===== config.mk =====
export PLATFORM = sky130hd
export DESIGN_NAME = if_fetch_unit
export DESIGN_NICKNAME = d
export VERILOG_FILES = /design/src/rtl/if_fetch_unit.sv
export SDC_FILE = /design/constraint.sdc
export NUM_CORES = 1
export LEC_CHECK = 0
export CAP_MARGIN = 10
export CORE_AREA = 2 2 82 124
export CTS_BUF_LIST = sky130_fd_sc_hd__clkbuf_8
export DETAILED_ROUTE_END_ITERATION = 8
export DIE_AREA = 0 0 84 126
export GPL_TIMING_DRIVEN = 0
export PLACE_DENSITY = 0.9
export REMOVE_ABC_BUFFERS = 1
export SYNTH_ARGS = -nofsm -noshare
export SYNTH_HDL_FRONTEND = slang
export SYNTH_SLANG_ARGS = --single-unit

===== constraint.sdc =====
create_clock -name clk -period 6.6 [get_ports clk]
set_input_delay 0.99 -clock clk [delete_from_list [all_inputs] [get_ports clk]]
set_output_delay 0.99 -clock clk [all_outputs]
set_load 0.02 [all_outputs]

===== src/rtl/if_fetch_unit.sv =====
// Instruction fetch stage with a single-outstanding-request memory FSM (IDLE/REQ/WAIT/HAVE).
// Optional performance counters are enabled by defining FETCH_PERF_CNT_EN.
module if_fetch_unit #(
  parameter logic [31:0] RESET_PC  = 32'h0000_0000,
  parameter logic [31:0] NOP_INSTR = 32'h0000_0013
) (
  input  logic        clk,
  input  logic        rst,
  input  logic        StallF,
  input  logic        PCSrcE,
  input  logic [31:0] PCTargetE,
  output logic        imem_req,
  output logic [31:0] imem_addr,
  input  logic        imem_ready,
  input  logic        imem_rvalid,
  input  logic [31:0] imem_rdata,
  output logic [31:0] instrF,
  output logic [31:0] PCF,
  output logic [31:0] PCplus4F,
  output logic        validF,
  output logic        fetch_busy,
`ifdef FETCH_PERF_CNT_EN
  output logic [31:0] perf_fetch_cnt,
  output logic [15:0] perf_discard_cnt,
`endif
  output logic [1:0]  state_dbg
);

  localparam logic [1:0] IDLE = 2'd0;
  localparam logic [1:0] REQ  = 2'd1;
  localparam logic [1:0] WAIT = 2'd2;
  localparam logic [1:0] HAVE = 2'd3;

  logic [1:0]  state;
  logic [31:0] pc;
  logic [31:0] instr_buf;
  logic        discard;
  logic        drop_evt;
  logic        advance_evt;

  // Handshake: a request transfers on a cycle where imem_req && imem_ready;
  // the single response is the next cycle with imem_rvalid while in WAIT.
  assign drop_evt    = (state == WAIT) && imem_rvalid && (discard || PCSrcE);
  assign advance_evt = (state == HAVE) && !PCSrcE && !StallF;

  always_ff @(posedge clk or negedge rst) begin
    if (!rst) begin
      state     <= IDLE;
      pc        <= RESET_PC;
      instr_buf <= NOP_INSTR;
      discard   <= 1'b0;
    end else begin
      case (state)
        IDLE: begin
          if (PCSrcE) pc <= PCTargetE;
          state <= REQ;
        end
        REQ: begin
          if (PCSrcE) begin
            pc <= PCTargetE;
            // A request accepted in the redirect cycle is for the old PC, so its response must be dropped.
            if (imem_ready) begin
              state   <= WAIT;
              discard <= 1'b1;
            end
          end else if (imem_ready) begin
            state <= WAIT;
          end
        end
        WAIT: begin
          if (PCSrcE) pc <= PCTargetE;
          if (imem_rvalid) begin
            if (drop_evt) begin
              discard <= 1'b0;
              state   <= REQ;
            end else begin
              instr_buf <= imem_rdata;
              state     <= HAVE;
            end
          end else if (PCSrcE) begin
            discard <= 1'b1;
          end
        end
        HAVE: begin
          if (PCSrcE) begin
            pc        <= PCTargetE;
            instr_buf <= NOP_INSTR;
            state     <= REQ;
          end else if (!StallF) begin
            pc    <= pc + 32'd4;
            state <= REQ;
          end
        end
        default: state <= IDLE;
      endcase
    end
  end

`ifdef FETCH_PERF_CNT_EN
  // Both counters saturate rather than wrap.
  always_ff @(posedge clk or negedge rst) begin
    if (!rst) begin
      perf_fetch_cnt   <= 32'd0;
      perf_discard_cnt <= 16'd0;
    end else begin
      if (advance_evt && (perf_fetch_cnt != 32'hFFFF_FFFF))
        perf_fetch_cnt <= perf_fetch_cnt + 32'd1;
      if (drop_evt && (perf_discard_cnt != 16'hFFFF))
        perf_discard_cnt <= perf_discard_cnt + 16'd1;
    end
  end
`endif

  assign imem_req   = (state == REQ);
  assign imem_addr  = pc;
  assign PCF        = pc;
  assign PCplus4F   = pc + 32'd4;
  assign validF     = (state == HAVE);
  assign fetch_busy = ~validF;
  assign instrF     = validF ? instr_buf : NOP_INSTR;
  assign state_dbg  = state;

endmodule

== Yosys cells after proc, flatten, opt, wreduce, memory -nomap -nowiden ==
Index checks and enable logic that the tools add are counted.

* Bits in registers: 67
* Logic and storage cells: 50

* $add $sub $neg: 1
* Equality and inequality tests: 12
* Muxes and demuxes: 21
* Bitwise logic cells: 1
* Reduce and logical (&&, ||, !) cells: 11

{| class="wikitable"
|+ Operators with widths
! kind !! number
|-
| $mux W32 || 7
|-
| $pmux W32 S2 || 2
|-
| $add A32 B3 Y32 const B || 1
|-
| $mux W2 || 5
|-
| $ne A3 B3 Y1 const B || 3
|-
| $ne A2 B2 Y1 const B || 4
|-
| $pmux W2 S4 || 1
|-
| $mux W1 || 5
|-
| $reduce_and A5 Y1 || 1
|-
| $eq A2 B2 Y1 const B || 2
|-
| $ne A2 B1 Y1 const B || 2
|-
| $reduce_and A4 Y1 || 1
|-
| $reduce_bool A2 Y1 || 2
|-
| $reduce_and A3 Y1 || 1
|-
| $reduce_or A3 Y1 || 1
|-
| $eq A2 B1 Y1 const B || 1
|-
| $logic_and A1 B1 Y1 || 2
|-
| $logic_not A2 Y1 || 1
|-
| $pmux W1 S2 || 1
|-
| $reduce_and A2 Y1 || 1
|-
| $logic_or A1 B1 Y1 || 1
|-
| $not A1 Y1 || 1
|}

== Longest topological paths before layout ==
* Word-level depth: 6
* Depth in mapped cells: 8
* Mapped depth without buffers: 7

== Worst setup path after synthesis ==
Ideal clock, no wire load.

* Kind: register to output
* Start point: reg pc[2] (netlist: PCF[2])
* End point: out PCplus4F[30]
* Data arrival time: 2,245 ps
* Slack: 3,365 ps
* Cell stages (with the launch flop): 8
* Path buffers: 1
* Cell sequence: dfrtp_1 -> ha_1 -> and3_2 -> nand3_1 -> or4_1 -> buf_2 -> nor2_1 -> xor2_1

* Cells in the longest elaborated chain, start to end: 1

{| class="wikitable"
|+ Ends and longest elaborated chain
! what !! line !! source
|-
| start, declared || 35 || <nowiki>logic [31:0] pc;</nowiki>
|-
| start signal, assigned || 55 || <nowiki>if (PCSrcE) pc <= PCTargetE;</nowiki>
|-
| start signal, assigned || 60 || <nowiki>pc <= PCTargetE;</nowiki>
|-
| start signal, assigned || 71 || <nowiki>if (PCSrcE) pc <= PCTargetE;</nowiki>
|-
| $add A32 B3 Y32 || 117 || <nowiki>assign PCplus4F = pc + 32'd4;</nowiki>
|-
| end, declared || 19 || <nowiki>output logic [31:0] PCplus4F,</nowiki>
|}

Every way passes these cells.

== Worst setup path in the final report ==
* Start point: reg pc[2] (netlist: PCF[2])
* End point: out PCplus4F[22]

Same word-level chain as after synthesis.

==> impl_results.md <==
* H-tree Lvls at 3
* # resized after CTS at 0
* Layout area overhead at 47.6%
* Highest metal used: met4
* Wire length on met1 at 4700 um
* YS warnings at 0
* Die width at 84 um
* Share of layout cells above drive strength 1 at 6.38%
* Postcts setup bufs at 0
* CTS tree: yes
* Worst slew pin tran at 0.854 ns
* Reg power frac at 37.0%
* Total gr overflow at 0
* Critical-path cell list: ha_1 -> and3_2 -> nand3_1 -> or4_1 -> nor2_1 -> xor2_1 -> clkdlybuf4s50_1
* Largest net degree at the start of global routing at 68
* Post-Syn Area at 4270 um^2
* Critical path required time at 5.61 ns
* Core Area at 9520 um^2
* Combinational cell fraction of total power at 40.6%
* Port bufs at 202
* Final worst path period share at 64.2%
* Total Die Area at 10600 um^2
* P_leak at 2.56 nW
* Final hold viol count at 0
* Via count at 4043
* Number of CTS-inserted buffers at 9
* Syn_area_per_cell at 8.46 um^2
* Die height at 126 um
* Relative slew slack at 43.0%
* Initial DRC Count at 168
* Count of different cell masters after synthesis at 45
* Number of global-route vias before repair at 4086
* Rows at 44
* Most common cell after layout, fill and taps aside: clkdlybuf4s50_1
* Initial Util at 44.8%
* Met2 routed WL at 6480 um
* Routed WL at 12500 um
* Sw Ratio at 36.8%
* Worst setup SP type: flip-flop
* Final Max Slew Viols at 0
* Clock sinks at 67
* Max incr delay on CP at 0.69 ns
* Clock buffer depth at 2
* P_int at 0.00108 W
* Drt wl/cell at 16.2 um
* Max FO, Critical Path at 6
* Cells on worst reg2reg path at 7
* Post-DP HPWL at 9490 um
* Number of synthesized flops with an enable pin at 0
* Root buf cell: clkbuf_8
* RSZ-0062 raised after global routing: false
* First drt pass iteration count at 4
* CP max stage cell: or4_1
* Outcome: finished clean
* Final Net Count at 727
* CP Capture Type: primary output
* Commonest non-fill, non-tap cells in the layout: clkdlybuf4s50_1 (200), nand2_1 (105), dfrtp_1 (64), o21ai_0 (62), xnor2_1 (39)
* Global placement routability congestion at 0.825
* Seq cells post-synth at 67
* WS Path Type: reg -> out
* # DRC at 0
* Mapped Cells at 505
* Pwr/cell area at 271 nW/um^2
* Hold Path Stages at 2
* Hold-fix buffers, CTS at 0
* Clk Latency, worst-skew pair at 0.34 ns
* Post-route ant nets at 0
* P_sw at 0.000628 W
* Antenna cells at 0
* Max Cap Viol at 0
* Clock transition at the registers of the reported paths at 0.07 ns
* Design Area, Final at 6300 um^2
* Placed Area at 6050 um^2
* Peak Freq at 236 MHz
* Gr usage total at 23.6%
* Routed wl met3 at 1120 um
* Clock share of power at 22.4%
* Sequential area share after synthesis at 39.3%
* Worst VDD drop at 0.200 mV
* Worst EP arrival at 3.25 ns
* HP Class: reg -> reg
* Worst Skew at 0.00899 ns
* Final setup vio count at 0
* I/O pins at 203
* Vias per inst at 5.23
* Initial antenna violation count at 0
* Post-synth ARST share at 100%
* Top FF cell, synth: dfrtp_1
* Final min period at 4.24 ns
* First-pass GRT wire length at 20100 um
* Final setup TNS at 0 ns
==> critical path: cells and delay by family, from the launching register on <==
family / cells / cell delay (ns)
XOR/XNOR: 1 / 0.18
adder cells (fa/ha/maj): 1 / 0.29
buffers and inverters: 1 / 0.63
flip-flops: 1 / 0.55
AND/OR/NAND/NOR: 4 / 1.27
==> logic make-up after synthesis <==
family	after synthesis	synth area share, %
AO/OA/AOI/OAI	74	8.85
XOR/XNOR	56	11.5
adder cells (fa/ha/maj)	4	1.17
buffers and inverters	77	10.9
flip-flops	67	39.3
multiplexers	3	0.762
AND/OR/NAND/NOR	224	27.5
==> metrics by stage <==
step | total power, W | hold slack (ns) | setup slack (ns) | util, % | std cells
final | 0.00170 | 0.480 | 2.36 | 66.2 | 773
after CTS | 0.00171 | 0.485 | 2.24 | 65.9 | 772
after detailed placement | 0.00132 | 0.469 | 2.67 | 63.6 | 756
after global routing | 0.00181 | 0.504 | 2.22 | 66.2 | 773
after floorplan | 0.000962 | 0.442 | 2.60 | - | 437
after global placement | 0.00129 | 0.453 | -0.212 | 63.1 | 754
==> power by group through the flow <==
stage | clock, W | sequential, W | combinational, W
floorplan | 0 | 0.000662 | 0.000300
global placement | 0 | 0.000628 | 0.000658
detailed placement | 0 | 0.000638 | 0.000685
CTS | 0.000388 | 0.000631 | 0.000689
global route | 0.000408 | 0.000646 | 0.000751
finish | 0.000381 | 0.000632 | 0.000692
==> area by class of cell <==
type | count | area [um^2]
Inverter | 9 | 33.8
Multi-Input combinational cell | 361 | 2140
Sequential cell | 67 | 1680
Clock buffer | 10 | 138
Timing Repair Buffer | 205 | 2080
Fill cell | 749 | 3220
Clock inverter | 6 | 82.6
Tap cell | 115 | 144
==> cells in the mapped netlist, types with 2 or more instances <==
library cell	instances	share of area, %
dfstp_2	3	1.8
nand4_4	2	1.0
nor2_1	24	2.1
nand2_1	105	9.2
nand3_1	10	1.2
xnor2_1	39	8.0
and2_1	31	4.5
nor3_1	9	1.1
and4_1	7	1.4
clkbuf_8	2	0.64
o21ai_0	62	7.3
and3_1	2	0.29
nor2b_1	2	0.29
buf_4	35	6.2
o21ai_1	6	0.70
dfrtp_1	64	38
or4_4	2	0.53
clkbuf_1	21	1.8
mux2_2	2	0.53
ha_1	4	1.2
a31oi_1	3	0.44
nand4_1	10	1.5
inv_1	9	0.79
nand2b_1	4	0.59
buf_2	7	0.82
nor3_2	4	0.94
xor2_1	17	3.5
nor4_2	2	0.59
==> flip-flops by register name (all words and copies together) (netlist names) <==
signal	flops
PCF	32
discard	1
instr_buf	32
state_dbg	2
==> per-layer routing <==
metal,vias up,track usage (%)
met5,-,0
met4,0,9.01
met3,19,7.34
met2,198,41.5
met1,1906,26.5
li1,1920,-
==> path summary, 6_finish.rpt <==
| check | start | endpoint | slack (ns) |
|---|---|---|---|
| min in group asynchronous | rst | instr_buf[27] | 0.77 |
| hold / removal | instr_buf[14] | instr_buf[14] | 0.48 |
| setup / recovery | PCF[2] | PCplus4F[22] | 2.36 |
| hold reg to reg | instr_buf[14] | instr_buf[14] | 0.48 |
| setup reg to reg | state_dbg[0] | PCF[25] | 3.79 |
| max in group asynchronous | rst | PCF[19] | 5.28 |
Note: power is estimated with default switching activity, not from simulation.
